## config.mk

```make
export PLATFORM = sky130hd
export DESIGN_NAME = fetch_sequencer
export DESIGN_NICKNAME = d
export VERILOG_FILES = /design/src/rtl/cpu_pkg.sv /design/src/rtl/pc_reg.sv /design/src/rtl/fetch_sequencer.sv
export SDC_FILE = /design/constraint.sdc
export NUM_CORES = 1
export LEC_CHECK = 0
export BUFFER_PORTS_ARGS = -buffer_cell sky130_fd_sc_hd__buf_2
export CAP_MARGIN = 20
export CORE_MARGIN = 8
export CORE_UTILIZATION = 40
export CTS_BUF_LIST = sky130_fd_sc_hd__clkbuf_2 sky130_fd_sc_hd__clkbuf_4 sky130_fd_sc_hd__clkbuf_8
export CTS_CLUSTER_DIAMETER = 50
export DETAILED_ROUTE_END_ITERATION = 16
export PLACE_DENSITY = 0.79
export SETUP_SLACK_MARGIN = 0.2
export SLEW_MARGIN = 20
export SYNTH_ARGS = -nofsm -noshare
export SYNTH_HDL_FRONTEND = slang
export SYNTH_SLANG_ARGS = --single-unit
```

## constraint.sdc

```tcl
create_clock -name clk -period 2.69 [get_ports clk]
set_input_delay 0.1345 -clock clk [delete_from_list [all_inputs] [get_ports clk]]
set_output_delay 0.1345 -clock clk [all_outputs]
set_load 0.01 [all_outputs]
```

## src/rtl/cpu_pkg.sv

```systemverilog
// Shared definitions for the fetch sequencer and its PC register:
// datapath widths, the HALT opcode, the fetch FSM states and an
// opcode extraction helper.
package cpu_pkg;

  localparam int ADDR_W = 4;
  localparam int DATA_W = 16;
  localparam int OPC_W  = 4;

  localparam logic [OPC_W-1:0] HALT_OP = 4'hF;

  typedef enum logic [1:0] {
    IDLE = 2'd0,
    RUN  = 2'd1,
    HALT = 2'd2
  } fs_state_t;

  // Opcode lives in the top OPC_W bits of an instruction word.
  function automatic logic [OPC_W-1:0] opcode_of(input logic [DATA_W-1:0] instr);
    return instr[DATA_W-1 -: OPC_W];
  endfunction

endpackage

```

## src/rtl/pc_reg.sv

```systemverilog
// Program counter: load has priority over increment, otherwise hold.
// Increment wraps modulo 2**ADDR_W through natural overflow.
module pc_reg
  import cpu_pkg::*;
#(
  parameter logic [ADDR_W-1:0] RESET_PC = '0
) (
  input  logic              clk,
  input  logic              rst,
  input  logic              load,
  input  logic [ADDR_W-1:0] load_addr,
  input  logic              inc,
  output logic [ADDR_W-1:0] pc
);

  // PC update: load, else increment, else hold.
  // NOTE: sequential state is written with <= so every flop samples
  // pre-edge values; a blocking = here would create ordering races.
  always_ff @(posedge clk or posedge rst) begin
    if (rst) begin
      pc <= RESET_PC;
    end else if (load) begin
      pc <= load_addr;
    end else if (inc) begin
      pc <= pc + 1'b1;
    end
  end

endmodule

```

## src/rtl/fetch_sequencer.sv

```systemverilog
// Program-counter and fetch controller for the single-cycle datapath.
// Drives the combinational instruction memory, captures each word into
// the instruction register, and handles start, stall, redirect, HALT
// and resume.
// Optional feature macro: FETCH_SEQ_PERF_EN adds fetch_count and
// bubble_count performance counters.
module fetch_sequencer
  import cpu_pkg::*;
#(
  parameter logic [ADDR_W-1:0] RESET_PC = '0
) (
  input  logic              clk,
  input  logic              rst,
  input  logic              start,
  input  logic              stall,
  input  logic              redirect_en,
  input  logic [ADDR_W-1:0] redirect_addr,
  input  logic              resume,
  input  logic [DATA_W-1:0] instr_in,
  output logic [ADDR_W-1:0] instr_addr,
  output logic [DATA_W-1:0] ir_out,
  output logic              ir_valid,
  output logic [ADDR_W-1:0] pc_out,
  output logic              halted
`ifdef FETCH_SEQ_PERF_EN
  ,
  output logic [15:0]       fetch_count,
  output logic [15:0]       bubble_count
`endif
);

  fs_state_t         state;
  logic [ADDR_W-1:0] pc;
  logic              pc_load;
  logic [ADDR_W-1:0] pc_load_addr;
  logic              pc_inc;
  logic              capture;
  logic              is_halt;

  // A word is captured only in RUN with no redirect and no stall, so a
  // squashed or stalled word can never trigger HALT.
  assign capture    = (state == RUN) && !redirect_en && !stall;
  assign is_halt    = (opcode_of(instr_in) == HALT_OP);
  assign instr_addr = pc;

  // PC control: redirect or resume loads, a non-HALT capture increments.
  // NOTE: every output gets a default first so no path leaves a latch.
  always_comb begin
    pc_load      = 1'b0;
    pc_load_addr = redirect_addr;
    pc_inc       = 1'b0;
    if (state == RUN) begin
      if (redirect_en) begin
        pc_load = 1'b1;
      end else if (capture && !is_halt) begin
        pc_inc = 1'b1;
      end
    end else if (state == HALT && resume) begin
      pc_load      = 1'b1;
      pc_load_addr = RESET_PC;
    end
  end

  pc_reg #(
    .RESET_PC (RESET_PC)
  ) u_pc_reg (
    .clk       (clk),
    .rst       (rst),
    .load      (pc_load),
    .load_addr (pc_load_addr),
    .inc       (pc_inc),
    .pc        (pc)
  );

  // Fetch FSM with registered instruction register and status outputs.
  always_ff @(posedge clk or posedge rst) begin
    if (rst) begin
      state    <= IDLE;
      ir_out   <= '0;
      ir_valid <= 1'b0;
      pc_out   <= '0;
      halted   <= 1'b0;
    end else begin
      case (state)
        IDLE: begin
          ir_valid <= 1'b0;
          if (start) state <= RUN;
        end
        RUN: begin
          if (redirect_en) begin
            ir_valid <= 1'b0;
          end else if (!stall) begin
            ir_out   <= instr_in;
            pc_out   <= pc;
            ir_valid <= 1'b1;
            if (is_halt) begin
              state  <= HALT;
              halted <= 1'b1;
            end
          end
        end
        HALT: begin
          ir_valid <= 1'b0;
          if (resume) begin
            halted <= 1'b0;
            state  <= RUN;
          end
        end
        default: state <= IDLE;
      endcase
    end
  end

`ifdef FETCH_SEQ_PERF_EN
  localparam logic [15:0] CNT_MAX = 16'hFFFF;

  // Saturating fetch and bubble counters, cleared by reset and resume.
  always_ff @(posedge clk or posedge rst) begin
    if (rst) begin
      fetch_count  <= '0;
      bubble_count <= '0;
    end else if (state == HALT && resume) begin
      fetch_count  <= '0;
      bubble_count <= '0;
    end else begin
      if (capture && fetch_count != CNT_MAX) begin
        fetch_count <= fetch_count + 16'd1;
      end
      if (state == RUN && (stall || redirect_en) && bubble_count != CNT_MAX) begin
        bubble_count <= bubble_count + 16'd1;
      end
    end
  end
`endif

endmodule

```

**Yosys cells after proc, flatten, opt, wreduce, memory -nomap -nowiden**

Index checks and enable logic that the tools add are counted.

- Reductions and logical operators: 16
- Mux-type cells: 24
- $add $sub $neg: 1
- Eq/ne operators: 9
- Bitwise logic cells: 2

Operator list:

| operator | number |
|---|---|
| two-way mux 4 bit | 4 |
| two-way mux 1 bit | 12 |
| two-way mux 2 bit | 5 |
| != test 2 bit, second input constant | 5 |
| AND reduction 5 bit | 2 |
| one-hot mux 2 bit (3 select lines) | 1 |
| nonzero test 2 bit | 3 |
| adder 4 x 1 -> 4 bit, second input constant | 1 |
| == test 4 bit, second input constant | 1 |
| logical AND 1 bit | 4 |
| one-hot mux 1 bit (2 select lines) | 2 |
| logical NOT 1 bit | 3 |
| != test 3 bit, second input constant | 1 |
| AND reduction 3 bit | 1 |
| == test 2 x 1 -> 1 bit, second input constant | 1 |
| == test 2 bit, second input constant | 1 |
| logical NOT 2 bit | 1 |
| NOT 1 bit | 2 |
| AND reduction 2 bit | 1 |
| OR reduction 2 bit | 1 |

- Output and inout port bits: 26
- Logic and storage cells: 58
- Flip-flop bits (word level): 28
- Input bits: 26

**Depth between registers and ports, before layout**

Gate-level depths: netlist of run 1.

- Word-level depth: 9
- Gate-level depth with buffers: 6

**Cells and area by module**

From an unflattened synthesis of run 1, not the netlist that was laid out.

- Cells, all modules: 88
- Area, all modules: 1239.9 um^2

Modules (own cells, without submodules):

| module | seq. area each (um^2) | cells an instance | times used | area an instance (um^2) |
|---|---|---|---|---|
| fetch_sequencer | 600.6 | 69 | 1 | 1039.7 |
| pc_reg | 100.1 | 19 | 1 | 200.2 |

**Worst setup path before layout of run 1**

Ideal clock, no wire load.

- Path kind: register to register
- From: register state[1]
- To: register ir_out[10]
- Stages on the path, launching flop included: 5
- Path buffers: 2
- Library setup time: 0.125 ns
- Data arrival time: 1.416 ns
- Required time: 2.565 ns
- Slack: 1.149 ns
- Cell sequence: dfrtp_1 buf_6 nor4b_4 buf_6 mux2_2

- Longest elaborated chain between the ends: 2

Ends and longest elaborated chain:

| element | line | text |
|---|---|---|
| start, declared | fetch_sequencer.sv:32 | `fs_state_t state;` |
| start signal, assigned | fetch_sequencer.sv:78 | `state <= IDLE;` |
| start signal, assigned | fetch_sequencer.sv:87 | `if (start) state <= RUN;` |
| start signal, assigned | fetch_sequencer.sv:97 | `state <= HALT;` |
| == test 2 x 1 -> 1 bit | fetch_sequencer.sv:84 | `case (state)` |
| AND reduction 3 bit (no source line) | n/a |  |
| end signal, assigned | fetch_sequencer.sv:93 | `ir_out <= instr_in;` |
| end, declared | fetch_sequencer.sv:21 | `output logic [DATA_W-1:0] ir_out,` |

Every way passes these cells.
A chain may end at the register's enable or synchronous reset.

**Final worst setup path of run 1**

- From: register state[1]
- To: register u_pc_reg.pc[3]

- Longest elaborated chain between the ends: 8

Ends and longest elaborated chain:

| element | line | text |
|---|---|---|
| == test 2 x 1 -> 1 bit | fetch_sequencer.sv:42, fetch_sequencer.sv:52 |  |
| logical AND 1 bit (2 in series) | fetch_sequencer.sv:42 | `assign capture = (state == RUN) && !redirect_en && !stall;` |
| logical AND 1 bit | fetch_sequencer.sv:55 | `end else if (capture && !is_halt) begin` |
| two-way mux 1 bit | fetch_sequencer.sv:55 |  |
| two-way mux 1 bit | fetch_sequencer.sv:53 | `if (redirect_en) begin` |
| two-way mux 1 bit | fetch_sequencer.sv:52 | `if (state == RUN) begin` |
| nonzero test 2 bit (no source line) | n/a |  |
| end signal, assigned | pc_reg.sv:23 | `pc <= load_addr;` |
| end signal, assigned | pc_reg.sv:25 | `pc <= pc + 1'b1;` |
| end, declared | pc_reg.sv:13 | `output logic [ADDR_W-1:0] pc` |

Parallel ways exist; a longest one is shown, timed or not.

==> Flow_metrics.wiki, run 1 <==
{| class="wikitable"
! Metric !! Value
|-
| Status || completed
|-
| Fmax || 0.613 GHz
|-
| FF/Latch Area || 701 µm²
|-
| Worst-case vdd ir drop || 0.000244 V
|-
| Overall fraction of global-route tracks in use || 0.113
|-
| Share of power burned in registers || 0.537
|-
| Row Count || 20
|-
| Via count of the first global-routing pass || 930
|-
| Maximum clock insertion buffer count || 2
|-
| Chip Height || 71.7 µm
|-
| CTS tree || yes
|-
| Area used by multi-input combinational logic || 485 µm²
|-
| Unrepaired setup endpoints after global routing || no
|-
| Hold violation total from the final report || 0
|-
| Cells along the critical path || nor4b_4, buf_4, nand2_4, o21ai_1, o2bb2a_1
|-
| Transition time at the pin with the least slew margin || 0.582 ns
|-
| Boundary Pins || 52
|-
| Initial Utilization || 0.413
|-
| Area of the core || 3000 µm²
|-
| Ant diodes || 0
|-
| Worst relative slew slack || 0.612
|-
| Die ar. || 5130 µm²
|-
| Number of H-tree levels || 1
|-
| Starting DRT DRC Count || 56
|-
| Post-cts hold buffer count || 0
|-
| Resized Gates After CTS || 0
|-
| Mapped Nets || 119
|-
| Setup total negative slack || 0 ns
|-
| Worst-case setup slack after placement || 1.05 ns
|-
| Setup violation total in the final timing report || 0
|-
| Global-route wire length before repair || 4600 µm
|-
| Required arrival time at the worst endpoint || 2.92 ns
|-
| Largest clock skew in the final design || 0.00421 ns
|-
| Share of power burned in the clock network || 0.201
|-
| Final critical-path share of the clock period || 0.606
|-
| Final Cell Area || 1560 µm²
|-
| Switching portion of total power || 0.293
|-
| DR vias/cell || 5.06
|-
| Power density over cell area || 651 nW/µm²
|-
| Combinational fraction of design power || 0.262
|-
| Power Internal || 716 µW
|-
| Flip-flop count of the largest register, all copies and words added || 16
|-
| Post-CTS clock slew at the launch and capture registers of the worst setup and hold paths || 0.14 ns
|-
| Detail Route Antenna Nets || 0
|-
| Startpoint kind of the worst setup timing path || register
|-
| Fraction of the yosys area taken by sequential cells || 0.566
|-
| Flop and latch count out of synthesis || 28
|-
| Worst reg2reg endpoint || u_pc_reg.pc[3]$_DFFE_PP0P_
|-
| Ys Warns || 0
|-
| Worst-case register-to-register setup slack || 1.06 ns
|-
| Remaining Overflow, GRT || 0
|-
| Pin count of the biggest net entering global routing || 29
|-
| Area growth from synthesis to layout || 25.6%
|-
| Top fanout value on the critical path || 14
|-
| Worst r2r src || state[1]$_DFFE_PP0P_
|-
| Critical path class || reg2reg
|-
| Crit path time final || 1.63 ns
|-
| Clock buffer count from CTS || 3
|-
| Share of cells above drive strength 1 || 0.568
|-
| Antenna violations before repair || 0
|-
| Fill cells || 275
|-
| Max-cap violations || 0
|-
| Hold Crit Class || in2reg
|-
| Synth cell types || 24
|-
| Pins over their slew limit || 0
|-
| Detail-routed net length per standard cell || 15.6 µm
|-
| HP Start || instr_in[10]
|-
| Worst path max stage delay || 0.50 ns
|-
| TritonCTS sink count || 28
|-
| Length of the first detailed-routing pass in iterations || 4
|-
| Detailed Place HPWL || 2250 µm
|-
| Setup Fix Bufs, Post-CTS || 0
|-
| DRC violations left || 0
|-
| Leakage power figure || 0.000779 µW
|-
| Routability Congestion || 0.842
|-
| Cell area after placement || 1510 µm²
|-
| Total via count in the routed design || 906
|-
| Worst-case hold slack || 0.0233 ns
|-
| Syn Inst Count || 92
|-
| Detailed Route WL || 2800 µm
|-
| Floorplan die width || 71.7 µm
|-
| Hold Path Depth || 2
|-
| Net count, final || 174
|-
| Crit. End Element || register
|-
| Crit path DAT || 1.86 ns
|-
| CP max-delay cell || sky130_fd_sc_hd__dfrtp_1
|-
| Final worst slack || 1.06 ns
|-
| Mean cell area of the mapped netlist || 13.5 µm²
|-
| Clock latency on the worst-skew pair || 0.33 ns
|-
| Worst Reg2Reg Path Length in Cells || 5
|-
| Mapped Area || 1240 µm²
|-
| Root buffer cell || sky130_fd_sc_hd__clkbuf_4
|-
| Count of input and output buffers || 51
|-
| Worst hold path endpoint || ir_out[10]$_DFFE_PP0P_
|-
| Psw || 297 µW
|}
power by group through the flow:
| stage | logic (µW) | clock network (µW) | registers (µW) |
|---|---|---|---|
| 2_1_floorplan | 114 | 0 | 584 |
| 3_3_place_gp | 264 | 0 | 548 |
| 3_5_place_dp | 270 | 0 | 554 |
| 4_1_cts | 271 | 212 | 544 |
| 5_1_grt | 291 | 225 | 557 |
| 6_report | 265 | 203 | 544 |
layout by cell type (no fill, tap or decap):
| master | synthesis | routed |
|---|---|---|
| sky130_fd_sc_hd__buf_2 | 0 | 51 |
| sky130_fd_sc_hd__dfrtp_1 | 28 | 28 |
| sky130_fd_sc_hd__mux2_2 | 21 | 21 |
| sky130_fd_sc_hd__nand2_1 | 7 | 7 |
| sky130_fd_sc_hd__nor2_1 | 4 | 4 |
| sky130_fd_sc_hd__a21oi_1 | 3 | 3 |
| sky130_fd_sc_hd__clkbuf_4 | 0 | 3 |
| sky130_fd_sc_hd__nand4_1 | 2 | 2 |
| sky130_fd_sc_hd__nand3_1 | 2 | 2 |
| sky130_fd_sc_hd__a2bb2oi_1 | 2 | 2 |
| sky130_fd_sc_hd__o21ai_0 | 2 | 2 |
| sky130_fd_sc_hd__o21ai_1 | 2 | 2 |
| sky130_fd_sc_hd__o2bb2a_1 | 2 | 2 |
| sky130_fd_sc_hd__inv_1 | 3 | 2 |
| sky130_fd_sc_hd__buf_4 | 1 | 2 |
| sky130_fd_sc_hd__nor4b_4 | 1 | 1 |
| sky130_fd_sc_hd__nor4b_1 | 1 | 1 |
| sky130_fd_sc_hd__and3b_1 | 1 | 1 |
| sky130_fd_sc_hd__nand3b_1 | 1 | 1 |
| sky130_fd_sc_hd__nor2b_4 | 1 | 1 |
| sky130_fd_sc_hd__nand2_4 | 1 | 1 |
| sky130_fd_sc_hd__inv_2 | 0 | 1 |
| sky130_fd_sc_hd__o221a_2 | 1 | 1 |
| sky130_fd_sc_hd__a22oi_1 | 1 | 1 |
| sky130_fd_sc_hd__o31ai_1 | 1 | 1 |
| sky130_fd_sc_hd__ha_1 | 1 | 1 |
| sky130_fd_sc_hd__clkbuf_8 | 0 | 1 |
| sky130_fd_sc_hd__dlygate4sd3_1 | 0 | 1 |
layer usage:
| metal | GRT usage | up-vias | part of all wire |
|---|---|---|---|
| met4 | 0.0612 | 0 | 0.014 |
| met3 | 0.0293 | 4 | 0.074 |
| met5 | 0 | - | 0 |
| li1 | - | 435 | - |
| met1 | 0.127 | 438 | 0.41 |
| met2 | 0.190 | 29 | 0.50 |
cells in the mapped netlist:
| library cell | instances | area (µm²) |
|---|---|---|
| sky130_fd_sc_hd__o21ai_1 | 2 | 10.0 |
| sky130_fd_sc_hd__nand2_4 | 1 | 11.3 |
| sky130_fd_sc_hd__mux2_2 | 21 | 236 |
| sky130_fd_sc_hd__nand3b_1 | 1 | 7.51 |
| sky130_fd_sc_hd__nor4b_1 | 1 | 8.76 |
| sky130_fd_sc_hd__nor2b_4 | 1 | 13.8 |
| sky130_fd_sc_hd__o21ai_0 | 2 | 10.0 |
| sky130_fd_sc_hd__nand2_1 | 7 | 26.3 |
| sky130_fd_sc_hd__a2bb2oi_1 | 2 | 17.5 |
| sky130_fd_sc_hd__buf_6 | 3 | 33.8 |
| sky130_fd_sc_hd__buf_4 | 1 | 7.51 |
| sky130_fd_sc_hd__nor2_1 | 4 | 15.0 |
| sky130_fd_sc_hd__nand4_1 | 2 | 12.5 |
| sky130_fd_sc_hd__o221a_2 | 1 | 11.3 |
| sky130_fd_sc_hd__inv_1 | 3 | 11.3 |
| sky130_fd_sc_hd__a21oi_1 | 3 | 15.0 |
| sky130_fd_sc_hd__o31ai_1 | 1 | 7.51 |
| sky130_fd_sc_hd__nand3_1 | 2 | 10.0 |
| sky130_fd_sc_hd__and3b_1 | 1 | 8.76 |
| sky130_fd_sc_hd__ha_1 | 1 | 12.5 |
| sky130_fd_sc_hd__o2bb2a_1 | 2 | 20.0 |
| sky130_fd_sc_hd__a22oi_1 | 1 | 7.51 |
| sky130_fd_sc_hd__dfrtp_1 | 28 | 701 |
| sky130_fd_sc_hd__nor4b_4 | 1 | 23.8 |
how the worst max path moves through the flow:
stage | start | depth (start not counted) | slack [ns] | to
floorplan | state[1]$_DFFE_PP0P_ | 4 | 1.15 | ir_out[10]$_DFFE_PP0P_
global placement | state[1]$_DFFE_PP0P_ | 5 | 1.12 | u_pc_reg.pc[3]$_DFFE_PP0P_
detailed placement | state[1]$_DFFE_PP0P_ | 5 | 1.05 | u_pc_reg.pc[2]$_DFFE_PP0P_
CTS | state[1]$_DFFE_PP0P_ | 5 | 1.04 | u_pc_reg.pc[2]$_DFFE_PP0P_
global route | state[1]$_DFFE_PP0P_ | 5 | 0.94 | u_pc_reg.pc[2]$_DFFE_PP0P_
finish | state[1]$_DFFE_PP0P_ | 5 | 1.06 | u_pc_reg.pc[3]$_DFFE_PP0P_
through the flow:
step,std cells,total power [µW],utilization
6_report,179,1010,0.518
3_3_place_gp,174,812,0.503
5_1_grt,179,1070,0.518
4_1_cts,178,1030,0.515
2_1_floorplan,92,698,-
3_5_place_dp,174,824,0.503
worst max-delay path, delay by kind of cell, from the launching register on:
kind	cells	cell delay (ns)
AOI/OAI and AO/OA	2	0.34
and+or+nand+nor	2	0.42
DFF	1	0.50
buffers and inverters	1	0.27
cell families after synthesis:
kind of cell,Yosys count,synth area share
fa+ha+maj,1,0.0101
mux,21,0.191
compound gates,14,0.0798
simple gates,21,0.111
buf+inv,7,0.0424
flops,28,0.566
area by class of cell:
| type | instances | area share |
|---|---|---|
| clock buffer | 4 | 0.0233 |
| inverter | 3 | 0.00724 |
| multi-input combinational | 57 | 0.312 |
| sequential | 28 | 0.451 |
| tap | 33 | 0.0265 |
| timing repair buffer | 54 | 0.180 |
Note: power is estimated with default switching activity, not from simulation.
==> inputs of run 2 (changes only) <==
--- a/config.mk
+++ b/config.mk
@@ -12,7 +12,7 @@
 export CTS_BUF_LIST = sky130_fd_sc_hd__clkbuf_2 sky130_fd_sc_hd__clkbuf_4 sky130_fd_sc_hd__clkbuf_8
 export CTS_CLUSTER_DIAMETER = 50
 export DETAILED_ROUTE_END_ITERATION = 16
-export PLACE_DENSITY = 0.79
+export PLACE_DENSITY = 0.81
 export SETUP_SLACK_MARGIN = 0.2
 export SLEW_MARGIN = 20
 export SYNTH_ARGS = -nofsm -noshare
==> constraint.sdc (replaced) <==
create_clock -name clk -period 1.5 [get_ports clk]
set_input_delay 0.075 -clock clk [delete_from_list [all_inputs] [get_ports clk]]
set_output_delay 0.075 -clock clk [all_outputs]
set_load 0.01 [all_outputs]
==> run 2 against run 1 <==
Against the previous run:
- the run now ends with setup timing left
- global-route usage is 1.2 points higher
- final cell count increased by 15%
- clock power increased by 83%
- combinational power grew 140%
- highest routed layer unchanged
==> Flow_metrics.wiki, run 2 (same netlist as run 1, synthesis figures left out) <==
{| class="wikitable"
! Metric !! Value
|-
| Detail-routed net length per standard cell || 18.3 µm (+17%)
|-
| Worst reg2reg endpoint || ir_out[6]$_DFFE_PP0P_
|-
| Leakage power figure || 0.000966 µW (+24%)
|-
| Setup total negative slack || -0.463 ns (-0.463 ns)
|-
| Crit path DAT || 1.79 ns (-0.07 ns)
|-
| Crit. End Element || register
|-
| Share of power burned in the clock network || 0.184 (-0.017)
|-
| Clock latency on the worst-skew pair || 0.33 ns (about the same)
|-
| Required arrival time at the worst endpoint || 1.72 ns (-1.20 ns)
|-
| Worst hold path endpoint || state[0]$_DFFE_PP0P_
|-
| Psw || 616 µW (+110%)
|-
| Most common library cell in the layout ignoring fill and taps || sky130_fd_sc_hd__buf_2
|-
| Final worst slack || -0.0686 ns (-1.13 ns)
|-
| Post-CTS clock slew at the launch and capture registers of the worst setup and hold paths || 0.16 ns (+0.02 ns)
|-
| Clock buffer count from CTS || 3 (unchanged)
|-
| Initial Utilization || 0.413 (unchanged)
|-
| Floorplan die width || 71.7 µm (unchanged)
|-
| Unrepaired setup endpoints after global routing || yes
|-
| Cell area after placement || 1540 µm² (+1.9%)
|-
| Remaining Overflow, GRT || 0 (unchanged)
|-
| Violated checks || setup timing
|-
| Top library cells by usage in the layout, fill and taps aside || 51 x sky130_fd_sc_hd__buf_2, 27 x sky130_fd_sc_hd__dfrtp_1, 19 x sky130_fd_sc_hd__dlygate4sd3_1
|-
| Worst-case hold slack || 0.00843 ns (-0.0149 ns)
|-
| Boundary Pins || 52 (unchanged)
|-
| Status || finished, violations left
|-
| Net count, final || 200 (+15%)
|-
| TritonCTS sink count || 28 (unchanged)
|-
| Setup violation total in the final timing report || 12 (+12)
|-
| Hold Path Depth || 3 (+1)
|-
| Worst setup path startpoint || state[1]$_DFFE_PP0P_
|-
| Ant diodes || 0 (unchanged)
|-
| Fmax || 0.638 GHz (+4.0%)
|-
| Detail Route Antenna Nets || 0 (unchanged)
|-
| Final critical-path share of the clock period || 1.05 (+0.440)
|-
| Antenna violations before repair || 0 (unchanged)
|-
| Fill cells || 225 (-18%)
|-
| Crit path time final || 1.57 ns (-0.0620 ns)
|-
| Switching portion of total power || 0.305 (+0.0114)
|-
| DRC violations left || 0 (unchanged)
|-
| CTS tree || yes
|-
| Length of the first detailed-routing pass in iterations || 6 (+2)
|-
| Startpoint kind of the worst setup timing path || register
|-
| Top fanout value on the critical path || 6 (-8)
|-
| Worst r2r src || state[1]$_DFFE_PP0P_
|-
| Row Count || 20 (unchanged)
|-
| Overall fraction of global-route tracks in use || 0.125 (+0.0123)
|-
| Chip Height || 71.7 µm (unchanged)
|-
| Pins over their slew limit || 0 (unchanged)
|-
| Flip-flop count of the largest register, all copies and words added || 16 (unchanged)
|-
| Root buffer cell || sky130_fd_sc_hd__clkbuf_4
|-
| Worst-case register-to-register setup slack || -0.07 ns (-1.13 ns)
|-
| Via count of the first global-routing pass || 1160 (+25%)
|-
| Detailed Place HPWL || 2310 µm (+2.7%)
|-
| Count of input and output buffers || 51 (unchanged)
|-
| Power Internal || 1410 µW (+96%)
|-
| Combinational fraction of design power || 0.320 (+0.058)
|-
| Starting DRT DRC Count || 48 (-14%)
|-
| Worst relative slew slack || 0.571 (-0.0404)
|-
| Area of the core || 3000 µm² (unchanged)
|-
| Total via count in the routed design || 1060 (+17%)
|-
| Max-cap violations || 0 (unchanged)
|-
| Global-route wire length before repair || 5210 µm (+13%)
|-
| Worst-case vdd ir drop || 0.000744 V (+200%)
|-
| Detailed Route WL || 3740 µm (+34%)
|-
| Transition time at the pin with the least slew margin || 0.634 ns (+0.0525 ns)
|-
| DR vias/cell || 5.17 (+2.2%)
|-
| Area growth from synthesis to layout || 58.0%
|-
| Critical path class || reg2reg
|-
| Power density over cell area || 1030 nW/µm² (+59%)
|-
| Hold Crit Class || in2reg
|-
| Routability Congestion || 0.774 (-8.1%)
|-
| Largest clock skew in the final design || 0.0148 ns (+0.0106 ns)
|-
| Hold violation total from the final report || 0 (unchanged)
|-
| Number of H-tree levels || 1 (unchanged)
|-
| Final Cell Area || 1960 µm² (+26%)
|-
| Die ar. || 5130 µm² (unchanged)
|-
| Share of cells above drive strength 1 || 0.576 (+0.00709)
|-
| Share of power burned in registers || 0.495 (-0.042)
|-
| Worst Reg2Reg Path Length in Cells || 4 (-1)
|-
| Maximum clock insertion buffer count || 2 (unchanged)
|-
| Pin count of the biggest net entering global routing || 29 (unchanged)
|-
| HP Start || start
|}
run 2: cell types whose count changed in the layout (fill, tap and decap cells not counted), sizes merged:
cell | previous run | this run
buf | 53 | 60
clkbuf | 4 | 5
dlygate4sd3 | 1 | 19
run 2: how the worst max path moves through the flow:
stage	end	cells past startpoint
global placement	u_pc_reg.pc[3]$_DFFE_PP0P_	5
global route	ir_out[6]$_DFFE_PP0P_	4
finish	ir_out[6]$_DFFE_PP0P_	4
floorplan	ir_out[10]$_DFFE_PP0P_	4
CTS	u_pc_reg.pc[3]$_DFFE_PP0P_	5
detailed placement	u_pc_reg.pc[3]$_DFFE_PP0P_	5
run 2: repair_timing:
item                                   in CTS  in global routing
buffers inserted                            0                  4
pin swaps                                   0                  4
hold buffers                               17                  2
cloned                                      0                  2
endpoints found under the hold margin      44                  2
setup endpoints to repair                  24                 24
resized for setup                           0                 25
run 2: critical path, stage by stage, from the launching register on:
cell	delay [ns]
sky130_fd_sc_hd__dfrtp_2	0.48
sky130_fd_sc_hd__nor4b_4	0.31
sky130_fd_sc_hd__buf_4	0.20
sky130_fd_sc_hd__clkbuf_16	0.14
sky130_fd_sc_hd__mux2_2	0.33
run 2: stage by stage:
stage,instances,setup WS (ns),power [µW],utilization
after floorplan,92,0.0156,1250,-
after global placement,176,0.0682,1470,0.512
after detailed placement,176,0.0295,1500,0.512
after CTS,197,0.00426,1890,0.581
after global routing,205,-0.106,2110,0.652
final,205,-0.0686,2020,0.652
run 2: area by class of cell:
type | instances | area [µm²] | area share
Sequential cell | 28 | 702 | 0.359
Multi-Input combinational cell | 57 | 587 | 0.300
Timing Repair Buffer | 80 | 579 | 0.296
Tap cell | 33 | 41.3 | 0.0211
Clock buffer | 4 | 36.3 | 0.0185
Inverter | 3 | 11.3 | 0.00575
run 2: metal layers:
layer  track usage  vias to the layer above  wire length [µm]  share of wire
met2         0.232                       44              1970           0.53
met5             0                        -                 0              0
li1              -                      489                 -              -
met3        0.0418                       10               227          0.061
met4        0.0522                        0                94          0.025
met1         0.124                      517              1450           0.39
run 2: power by group through the flow:
stage	Combinational (µW)	Clock [µW]	Sequential [µW]
detailed placement	498	0	998
global placement	483	0	985
floorplan	206	0	1050
finish	648	372	1000
CTS	531	372	984
global route	692	400	1020
==> inputs of run 3 (changes only) <==
--- a/config.mk
+++ b/config.mk
@@ -12,7 +12,7 @@
 export CTS_BUF_LIST = sky130_fd_sc_hd__clkbuf_2 sky130_fd_sc_hd__clkbuf_4 sky130_fd_sc_hd__clkbuf_8
 export CTS_CLUSTER_DIAMETER = 50
 export DETAILED_ROUTE_END_ITERATION = 16
-export PLACE_DENSITY = 0.81
+export PLACE_DENSITY = 0.68
 export SETUP_SLACK_MARGIN = 0.2
 export SLEW_MARGIN = 20
 export SYNTH_ARGS = -nofsm -noshare
==> run 3 against run 2 <==
Against the previous run:
- the run now ends clean
- via count decreased by 4.7%
- core utilization decreased by 5.1 points
- final area shrank 7.9%
- fmax is 11% higher
- sequential cell count unchanged
- die area stayed put
- sequential share of layout area rose by 3.1 points
- clock-buffer cell count is the same
- final cell count decreased by 0.98%
- register-to-register slack gained 0.16 ns
- non-clock buffer count fell by 2
- global-route usage down 0.24 points
- largest power group unchanged
- highest routed layer unchanged
==> Flow_metrics.wiki, run 3 (same netlist as run 1, synthesis figures left out) <==
{| class="wikitable"
! Metric !! Value
|-
| Status || completed
|-
| Cells along the critical path || nor4b_4, buf_6, nand2_4, o21ai_1, o2bb2a_2
|-
| Floorplan die width || 71.7 µm (unchanged)
|-
| Length of the first detailed-routing pass in iterations || 4 (-2)
|-
| Hold violation total from the final report || 0 (unchanged)
|-
| Total design power || 1890 µW (-6.6%)
|-
| Met1 global-route usage || 0.139 (+0.0150)
|-
| Detailed Route WL || 3070 µm (-18%)
|-
| Area used by multi-input combinational logic || 499 µm² (-15%)
|-
| Area growth from synthesis to layout || 45.6%
|-
| TritonCTS sink count || 28 (unchanged)
|-
| Row Count || 20 (unchanged)
|-
| Most common library cell in the layout ignoring fill and taps || sky130_fd_sc_hd__buf_2
|-
| CTS tree || yes
|-
| Initial Utilization || 0.413 (unchanged)
|-
| Share of cells above drive strength 1 || 0.535 (-0.0403)
|-
| Boundary Pins || 52 (unchanged)
|-
| Worst-case vdd ir drop || 0.000657 V (-12%)
|-
| Total buffers and inverters traversed by the critical path || 1 (-1)
|-
| Post-CTS clock slew at the launch and capture registers of the worst setup and hold paths || 0.15 ns (about the same)
|-
| Highest-utilization routing layer at the global route stage || met2
|-
| Starting DRT DRC Count || 65 (+35%)
|-
| Worst r2r src || state[1]$_DFFE_PP0P_
|-
| FF/Latch Area || 702 µm² (unchanged)
|-
| Final Core Density || 0.600 (-0.0513)
|-
| Ant diodes || 0 (unchanged)
|-
| Met3 routing resource usage after global routing || 0.0683 (+0.0265)
|-
| Root buffer cell || sky130_fd_sc_hd__clkbuf_4
|-
| Crit path time final || 1.41 ns (-0.160 ns)
|-
| Number of H-tree levels || 1 (unchanged)
|-
| HP Start || start
|-
| CP max-delay cell || sky130_fd_sc_hd__dfrtp_1
|-
| Family with the most delay on the worst path || flip-flops
|-
| Setup violation total in the final timing report || 0 (-12)
|-
| Net count, final || 198 (-1.0%)
|-
| Pin count of the biggest net entering global routing || 29 (unchanged)
|-
| Leakage power figure || 0.000895 µW (-7.4%)
|-
| Power Internal || 1340 µW (-4.7%)
|-
| Top library cells by usage in the layout, fill and taps aside || 51 x sky130_fd_sc_hd__buf_2, 27 x sky130_fd_sc_hd__dfrtp_1, 19 x sky130_fd_sc_hd__dlygate4sd3_1
|-
| Die ar. || 5130 µm² (unchanged)
|-
| Psw || 549 µW (-11%)
|-
| Switching portion of total power || 0.291 (-0.0141)
|-
| Detailed Place HPWL || 2240 µm (-2.7%)
|-
| Detail-routed net length per standard cell || 15.1 µm (-17%)
|-
| Startpoint kind of the worst setup timing path || register
|-
| Flip-flop count of the largest register, all copies and words added || 16 (unchanged)
|-
| Crit path DAT || 1.64 ns (-0.15 ns)
|-
| Power density over cell area || 1050 nW/µm² (+1.4%)
|-
| Hold Crit Class || in2reg
|-
| Clock latency on the worst-skew pair || 0.32 ns (about the same)
|-
| Share of power burned in the clock network || 0.192 (+0.008)
|-
| Remaining Overflow, GRT || 0 (unchanged)
|-
| Global-route wire length before repair || 5080 µm (-2.5%)
|-
| Top fanout value on the critical path || 8 (+2)
|-
| Total via count in the routed design || 1010 (-4.7%)
|-
| Overall fraction of global-route tracks in use || 0.123 (-0.00237)
|-
| Worst path max stage delay || 0.44 ns (-0.04 ns)
|-
| DRC violations left || 0 (unchanged)
|-
| Via count of the first global-routing pass || 1109 (-4.4%)
|-
| Area of the core || 3000 µm² (unchanged)
|-
| DR vias/cell || 4.98 (-3.8%)
|-
| Worst relative slew slack || 0.643 (+0.0715)
|-
| Clock buffer count from CTS || 3 (unchanged)
|-
| Share of power burned in registers || 0.519 (+0.024)
|-
| Max-cap violations || 0 (unchanged)
|-
| Worst setup path startpoint || state[1]$_DFFE_PP0P_
|-
| Final critical-path share of the clock period || 0.939 (-0.107)
|-
| Pins over their slew limit || 0 (unchanged)
|-
| Setup total negative slack || 0 ns (+0.463 ns)
|-
| Routability Congestion || 0.841 (+8.6%)
|-
| Chip Height || 71.7 µm (unchanged)
|-
| Unrepaired setup endpoints after global routing || yes
|-
| Antenna violations before repair || 0 (unchanged)
|-
| Transition time at the pin with the least slew margin || 0.528 ns (-0.106 ns)
|-
| Fill cells || 252 (+12%)
|-
| Combinational fraction of design power || 0.289 (-0.031)
|-
| Fmax || 0.710 GHz (+11%)
|-
| Required arrival time at the worst endpoint || 1.73 ns (about the same)
|-
| Crit. End Element || register
|-
| Largest clock skew in the final design || 0.0104 ns (-0.00443 ns)
|-
| GR met2 Demand/Resource || 0.189 (-0.0425)
|-
| Critical path class || reg2reg
|-
| Detail Route Antenna Nets || 0 (unchanged)
|-
| Maximum clock insertion buffer count || 2 (unchanged)
|-
| Count of input and output buffers || 51 (unchanged)
|}
run 3: through the flow:
stage                     setup slack, ns  std cells  hold slack [ns]  cell area [µm²]
after CTS                          0.0639        200          0.00131             1770
after global placement              0.116        177            0.155             1530
after floorplan                    0.0156         92            0.140             1240
final                              0.0914        203          0.00112             1800
after detailed placement           0.0672        177            0.155             1530
after global routing              0.00708        203           0.0224             1800
run 3: repair_timing:
item	4_1_cts	5_1_grt
endpoints found under the setup margin	25	27
hold buffers	19	0
pin swaps	1	0
gates resized for setup	3	4
setup buffers	0	3
hold endpoints to repair	46	0
run 3: area by class of cell:
type                            count  area share
Multi-Input combinational cell     57       0.277
Timing Repair Buffer               78       0.285
Clock buffer                        4      0.0201
Tap cell                           33      0.0229
Sequential cell                    28       0.389
Inverter                            3     0.00625
run 3: power by group through the flow:
stage	combinational, µW	sequential (µW)	clock [µW]
final	545	980	363
after global routing	596	1000	404
after floorplan	206	1050	0
after detailed placement	492	992	0
after CTS	534	977	378
after global placement	482	982	0
run 3: path summary, 6_finish.rpt:
kind	endpoint	cells past startpoint	slack, ns
setup / recovery	u_pc_reg.pc[3]$_DFFE_PP0P_	5	0.09
hold / removal	state[0]$_DFFE_PP0P_	3	0.001
hold reg to reg	ir_out[3]$_DFFE_PP0P_	1	0.52
setup reg to reg	u_pc_reg.pc[3]$_DFFE_PP0P_	5	0.09
min in group asynchronous	ir_out[9]$_DFFE_PP0P_	4	0.36
max in group asynchronous	state[0]$_DFFE_PP0P_	4	0.87
run 3: layer usage:
metal	wire length [µm]	share of wire
met1	1250	0.41
met2	1450	0.47
met3	351	0.11
met4	17	0.0055
met5	0	0
run 3: worst register-to-register path: stages, from the launching register on:
cell	delay (ns)
sky130_fd_sc_hd__dfrtp_1	0.44
sky130_fd_sc_hd__nor4b_4	0.28
sky130_fd_sc_hd__buf_6	0.19
sky130_fd_sc_hd__nand2_4	0.07
sky130_fd_sc_hd__o21ai_1	0.12
sky130_fd_sc_hd__o2bb2a_2	0.22
